<file path="src/rtl/serial_arith_pkg.sv">
// Shared definitions for the bit-serial arithmetic blocks: FSM encoding and
// bit-counter sizing.
package serial_arith_pkg;

    typedef enum logic [1:0] {
        IDLE = 2'd0,
        RUN  = 2'd1,
        DONE = 2'd2
    } state_t;

    localparam int DEFAULT_WIDTH = 8;
    localparam int CNT_W         = $clog2(DEFAULT_WIDTH);

    // Counter width for a given operand width; never below one bit.
    function automatic int cnt_width(input int w);
        return (w > 1) ? $clog2(w) : 1;
    endfunction

endpackage

</file>
<file path="src/rtl/serial_subtractor_full_subtractor.sv">
// Single-bit full subtractor cell: difference and borrow-out of a - b - bin.
module FullSubtractor (
    input  logic a,
    input  logic b,
    input  logic bin,
    output logic difference,
    output logic borrow
);

    assign difference = a ^ b ^ bin;
    assign borrow     = (~a & b) | (~(a ^ b) & bin);

endmodule

</file>
<file path="src/rtl/serial_subtractor.sv">
// Bit-serial a - b - bin, LSB first, one bit per clock through a single
// full-subtractor cell, with a start/busy/done handshake.
module serial_subtractor
    import serial_arith_pkg::*;
#(
    parameter int WIDTH = 8
) (
    input  logic             clk,
    input  logic             rst,
    input  logic             start,
    input  logic [WIDTH-1:0] a,
    input  logic [WIDTH-1:0] b,
    input  logic             bin,
    output logic             busy,
    output logic             done,
    output logic [WIDTH-1:0] difference,
    output logic             borrow,
    output logic             overflow
);

    localparam int CW = cnt_width(WIDTH);

    state_t           state_q, state_d;
    logic [WIDTH-1:0] a_sr_q, b_sr_q, res_sr_q, diff_q;
    logic             br_q, borrow_q, ovf_q;
    logic [CW-1:0]    cnt_q;
    logic             cell_d, cell_br;
    logic             last_bit, accept;

    FullSubtractor u_cell (
        .a          (a_sr_q[0]),
        .b          (b_sr_q[0]),
        .bin        (br_q),
        .difference (cell_d),
        .borrow     (cell_br)
    );

    assign last_bit = (cnt_q == CW'(WIDTH - 1));
    // New work is taken in IDLE and in DONE (back-to-back), never mid-RUN.
    assign accept   = start && (state_q != RUN);

    always_ff @(posedge clk) begin
        if (rst) begin
            state_q <= IDLE;
        end else begin
            state_q <= state_d;
        end
    end

    always_comb begin
        state_d = state_q;
        case (state_q)
            IDLE:    if (start) state_d = RUN;
            RUN:     if (last_bit) state_d = DONE;
            DONE:    state_d = start ? RUN : IDLE;
            default: state_d = IDLE;
        endcase
    end

    always_comb begin
        busy = (state_q == RUN);
        done = (state_q == DONE);
    end

    always_ff @(posedge clk) begin
        if (rst) begin
            a_sr_q   <= '0;
            b_sr_q   <= '0;
            res_sr_q <= '0;
            br_q     <= 1'b0;
            cnt_q    <= '0;
            diff_q   <= '0;
            borrow_q <= 1'b0;
            ovf_q    <= 1'b0;
        end else if (accept) begin
            a_sr_q <= a;
            b_sr_q <= b;
            br_q   <= bin;
            cnt_q  <= '0;
        end else if (state_q == RUN) begin
            a_sr_q   <= a_sr_q >> 1;
            b_sr_q   <= b_sr_q >> 1;
            res_sr_q <= {cell_d, res_sr_q[WIDTH-1:1]};
            br_q     <= cell_br;
            // Counter holds on the final bit so it never wraps.
            if (!last_bit) begin
                cnt_q <= cnt_q + 1'b1;
            end else begin
                diff_q   <= {cell_d, res_sr_q[WIDTH-1:1]};
                borrow_q <= cell_br;
                ovf_q    <= br_q ^ cell_br;
            end
        end
    end

    assign difference = diff_q;
    assign borrow     = borrow_q;
    assign overflow   = ovf_q;

endmodule

</file>
<file path="config.mk">
export PLATFORM = sky130hd
export DESIGN_NAME = serial_subtractor
export DESIGN_NICKNAME = d
export VERILOG_FILES = /design/src/rtl/serial_arith_pkg.sv /design/src/rtl/serial_subtractor_full_subtractor.sv /design/src/rtl/serial_subtractor.sv
export SDC_FILE = /design/constraint.sdc
export NUM_CORES = 1
export LEC_CHECK = 0
export BUFFER_PORTS_ARGS = -buffer_cell sky130_fd_sc_hd__buf_2
export CORE_MARGIN = 3
export CORE_UTILIZATION = 50
export CTS_CLUSTER_DIAMETER = 40
export CTS_CLUSTER_SIZE = 28
export DETAILED_ROUTE_END_ITERATION = 10
export PLACE_DENSITY_LB_ADDON = 0.05
export SETUP_SLACK_MARGIN = 0.2
export SLEW_MARGIN = 20
export SYNTH_ARGS = -nofsm -noshare
export SYNTH_HDL_FRONTEND = slang
export SYNTH_SLANG_ARGS = --single-unit
</file>
<file path="constraint.sdc">
create_clock -name clk -period 1.7 [get_ports clk]
set_input_delay 0.34 -clock clk [delete_from_list [all_inputs] [get_ports clk]]
set_output_delay 0.34 -clock clk [all_outputs]
set_load 0.02 [all_outputs]
</file>
======== Word level (Yosys, flattened, before mapping) ========
Cells that the tools add are included.
operators by class
  add/sub/neg operators ................... 1
  eq/ne operators ......................... 6
  mux-type cells .......................... 10
  bitwise operators ....................... 10
  reduce and logical (&&, ||, !) cells .... 8
operator list
  kind                 number
  $mux 8               4
  $pmux 2 s3           1
  $reduce_and 2->1     3
  $mux 2               2
  $ne 2x1->1 const B   2
  $not 1->1            4
  $add 3x1->3 const B  1
  $eq 3x3->1 const B   1
  $mux 1               3
  $reduce_and 3->1     1
  $xor 1x1->1          3
  $and 1x1->1          2
  $eq 2x1->1 const B   1
  $eq 2x2->1 const B   1
  $logic_not 2->1      1
  $ne 2x2->1 const B   1
  $reduce_bool 2->1    1
  $reduce_or 2->1      1
  $logic_and 1x1->1    1
  $or 1x1->1           1
word-level totals
  bits in registers ....................... 40
  input bits .............................. 20
  output and inout port bits .............. 12
  logic and storage cells ................. 44

======== Logic depth before layout (Yosys ltp) ========
  word-level depth ........................ 6
  gate-level depth with buffers ........... 7
  depth with buffers taken out ............ 5

======== Hierarchy ========
Synthesis repeated with hierarchy kept, for this count alone.
unflattened totals
  cells, all modules ...................... 179
  area, all modules ....................... 1637.8 µm²
modules (own cells, without submodules)
  module             instances  cells each  area each (µm²)  seq. area each (µm²)
  serial_subtractor  1          175         1606.5           780.7
  FullSubtractor     1          4           31.3             0.0

======== Worst setup path before layout ========
Ideal clock, no wire load.
  kind .................................... reg-to-reg
  from .................................... register cnt_q[0]
  to ...................................... register diff_q[7], in the netlist difference[7]
  library setup time ...................... 0.132 ns
  data arrival time ....................... 1.224 ns
  data required time ...................... 1.568 ns
  path slack .............................. 0.344 ns
  stages on the path, launching flop included .. 8
  buffers on the path ..................... 2
  period minus slack after synthesis ...... 1.356 ns
  cells stage by stage .................... dfxtp_1 > ha_1 > ha_1 > and3b_1 > buf_4 > buf_6 > nand2_1 > a21oi_1
between the ends
  longest elaborated chain between the ends .. 2
RTL lines
  element                            line                     RTL
  from (decl)                        serial_subtractor.sv:26  logic [CW-1:0] cnt_q;
  from (signal assigned)             serial_subtractor.sv:87  cnt_q <= cnt_q + 1'b1;
  $eq 3x3->1                         serial_subtractor.sv:38  assign last_bit = (cnt_q == CW'(WIDTH - 1));
  $reduce_and 3->1 (no source line)  -
  to (signal assigned)               serial_subtractor.sv:89  diff_q <= {cell_d, res_sr_q[WIDTH-1:1]};
  to (decl)                          serial_subtractor.sv:24  logic [WIDTH-1:0] a_sr_q, b_sr_q, res_sr_q, diff_q;
No other way between the ends.
A chain may end at the register's enable or synchronous reset.

======== Worst setup path in the final report ========
  from .................................... register state_q[1]
  to ...................................... output port busy
between the ends
  longest elaborated chain between the ends .. 1
RTL lines
  element                 line                     RTL
  from (decl)             serial_subtractor.sv:23  state_t state_q, state_d;
  from (signal assigned)  serial_subtractor.sv:46  state_q <= state_d;
  $eq 2x1->1              serial_subtractor.sv:61  busy = (state_q == RUN);
  to (decl)               serial_subtractor.sv:14  output logic busy,
No other way between the ends.

==> out/metrics.yaml <==
status:
  status: "finished clean"
timing:
  skew_ps: 5.18
  setup_violations: 0
  fmax_mhz: 690
  rsz0062_at_grt: "false"
  slew_viol_final: 0
  worst_pin_slew_ps: 427
  slew_headroom_pct: 71.5
  fin_ws_ps: 251
  period_minus_slack_ps: 1450
  fin_setup_tns_ps: 0
  fin_crit_sh_pct: 85.2
  final-hold-violation-count: 0
run:
  maxCapViolCount: 0
place:
  pre_cts_ws_ps: 123
  dp.cells: 243
  place_congestion: 0.759
  io_buffers: 31
  place_hpwl_mm: 2.11
global_routing:
  grt_max_degree: 30
  grt_pass1_vias: 1280
  grt_overflow: 0
  antenna_found_initial: 0
  grt_pass1_wl_mm: 5.45
  track_usage_pct: 17.0
clocking:
  cts-root-buf: "clkbuf_4"
  clkSinkCount: 39
  hold_buffers: 0
  clockBufferDepth: 2
  cts_made_buffers: 5
  clk_pin_slew_ps: 110
  cts_tree: "done"
  ctsHtreeMaxLevel: 2
  worst_skew_pair.late_latency_ps: 350
worst_hold_path:
  min_delay_path_depth: 3
  hold_end: "b_sr_q[7]"
  hold_start: "b[7]"
  hold_path_class: "in2reg"
route:
  dr.pass1.iters: 5
  vias: 1339
  wl_per_cell_um: 12.4
  drc_errors: 0
  drtIter0Drc: 71
  detail_route.wirelength_mm: 3.17
  ant_nets: 0
  routed_via_density: 5.23
floorplanning:
  rows: 20
  die-width_um: 63.8
  ios: 32
  start_util_pct: 53.3
  dieArea_um2: 4060
  core_area_um2: 3130
  fp.dieH_um: 63.8
finish:
  antenna-diode-count: 0
  stdcell_count: 256
  syn_to_final_growth_pct: 19.3
  layout_commonest_cell: "dfxtp_1"
  nNetsFinal: 234
  finish.utilization_pct: 63.6
  drive_gt1_share_pct: 30.7
  final_cell_mix: "36 x dfxtp_1, 35 x nand2_1, 31 x buf_2"
pwr:
  ir_worst_vdd_mv: 0.634
  p_per_area_nw_per_um2: 892
  power_uw: 1780
  leakagePower_uw: 0.000846
critical_path:
  end_kind: "output port"
  r2r_cells: 6
  crit_chain: "nand2b_4 > inv_2 > buf_2"
  cp.required_ps: 1360
  path_max_fanout: 8
  worst-setup-path-type: "reg2out"
  r2r_end: "difference[0]"
  crit_slowest_cell: "dfxtp_2"
  slowest_delay_ps: 380
  ff2ff_setup_slack_ps: 280
  startpoint_type: "register"
  regToRegStartpoint: "cnt_q[1]"
  critPathArrivalTime_ps: 1110
synth:
  yosys_register_bits: 39
  synth_seq_area_share_pct: 46.8
  synth_fp_nets: 200
  synth_area_um2: 1670
  ys_types: 25
  synth_cells: 177
  ys_warn_count: 0
  synth.avg_cell_area_um2: 9.42
[final cells by class]
cell class                 instances  area, µm²
fill                             303       1140
clock buffer                       8       68.8
tap                               44       55.1
timing repair buffer              40        273
inverter                           5       18.8
multi-input combinational        120        790
sequential                        39        785
[state kept, by name (all words and copies together) (netlist names), 2 cells and up]
signal	flops
res_sr_q	7
state_q	2
cnt_q	3
difference	8
a_sr_q	8
b_sr_q	8
[cell families after synthesis]
| kind of cell | count (synthesis) | share of synthesized area [%] |
|---|---|---|
| multiplexers | 17 | 10.2 |
| adder cells (fa/ha/maj) | 3 | 2.70 |
| AND/OR/NAND/NOR | 60 | 15.4 |
| buffers and inverters | 18 | 6.23 |
| AO/OA/AOI/OAI | 39 | 18.2 |
| XOR/XNOR | 1 | 0.525 |
| flip-flops | 39 | 46.8 |
[power by group]
part	leakage, µW	internal [µW]	switching [µW]
Combinational	0.000488	118	129
Clock	0.0000386	244	299
Sequential	0.000320	959	27.1
[synth_stat cells]
cell type	number	area (µm²)
mux2i_1	17	170
nand2_1	35	131
buf_6	3	33.8
clkbuf_1	3	11.3
inv_1	4	15.0
fa_1	1	20.0
inv_2	1	3.75
ha_1	2	25.0
nor3b_2	1	12.5
nand2b_2	1	8.76
a211oi_2	11	138
nor2_1	17	63.8
nand3b_1	2	15.0
dfxtp_1	39	781
xnor2_1	1	8.76
a211oi_1	5	37.5
nor3_1	2	10.0
o211a_1	1	10.0
a21oi_1	20	100
a32oi_1	2	17.5
buf_4	1	7.51
buf_2	5	25.0
and3b_1	1	8.76
clkbuf_4	1	7.51
nor2b_1	1	6.26
[timing repair]
action,in CTS,in global routing
setup endpoints to repair,14,12
pin swaps,0,1
gates resized for setup,2,3
hold endpoints to repair,0,0
setup buffers,0,5
[metrics by stage]
| step | cell area (µm²) | hold slack (ps) |
|---|---|---|
| after detailed placement | 1860 | 444 |
| after global routing | 1990 | 287 |
| after CTS | 1940 | 267 |
| final | 1990 | 271 |
| after global placement | 1860 | 438 |
| after floorplan | 1670 | 432 |
[layer usage]
layer  part of all wire, %  GRT usage (%)  vias up  routed length (µm)
met5                     0              0        -                   0
met4                   1.1           5.66        0                  36
met3                   6.1           5.27        6                 194
met2                    48           30.1       33                1530
met1                    45           19.2      627                1410
li1                      -              -      673                   -
[critical path, delay by kind of cell (launching register included)]
kind	cells	cell delay, ps
buf+inv	2	200
simple gates	1	190
flops	1	380
[worst max path at each step]
stage	depth (start not counted)	end	slack (ps)	from
final	3	busy	250	state_q[1]
after detailed placement	5	borrow	120	cnt_q[0]
after global placement	5	borrow	210	cnt_q[0]
after CTS	3	busy	120	state_q[1]
after global routing	5	cnt_q[0]	170	cnt_q[0]
after floorplan	7	difference[7]	340	cnt_q[0]
(Power assumes the default switching activity.)
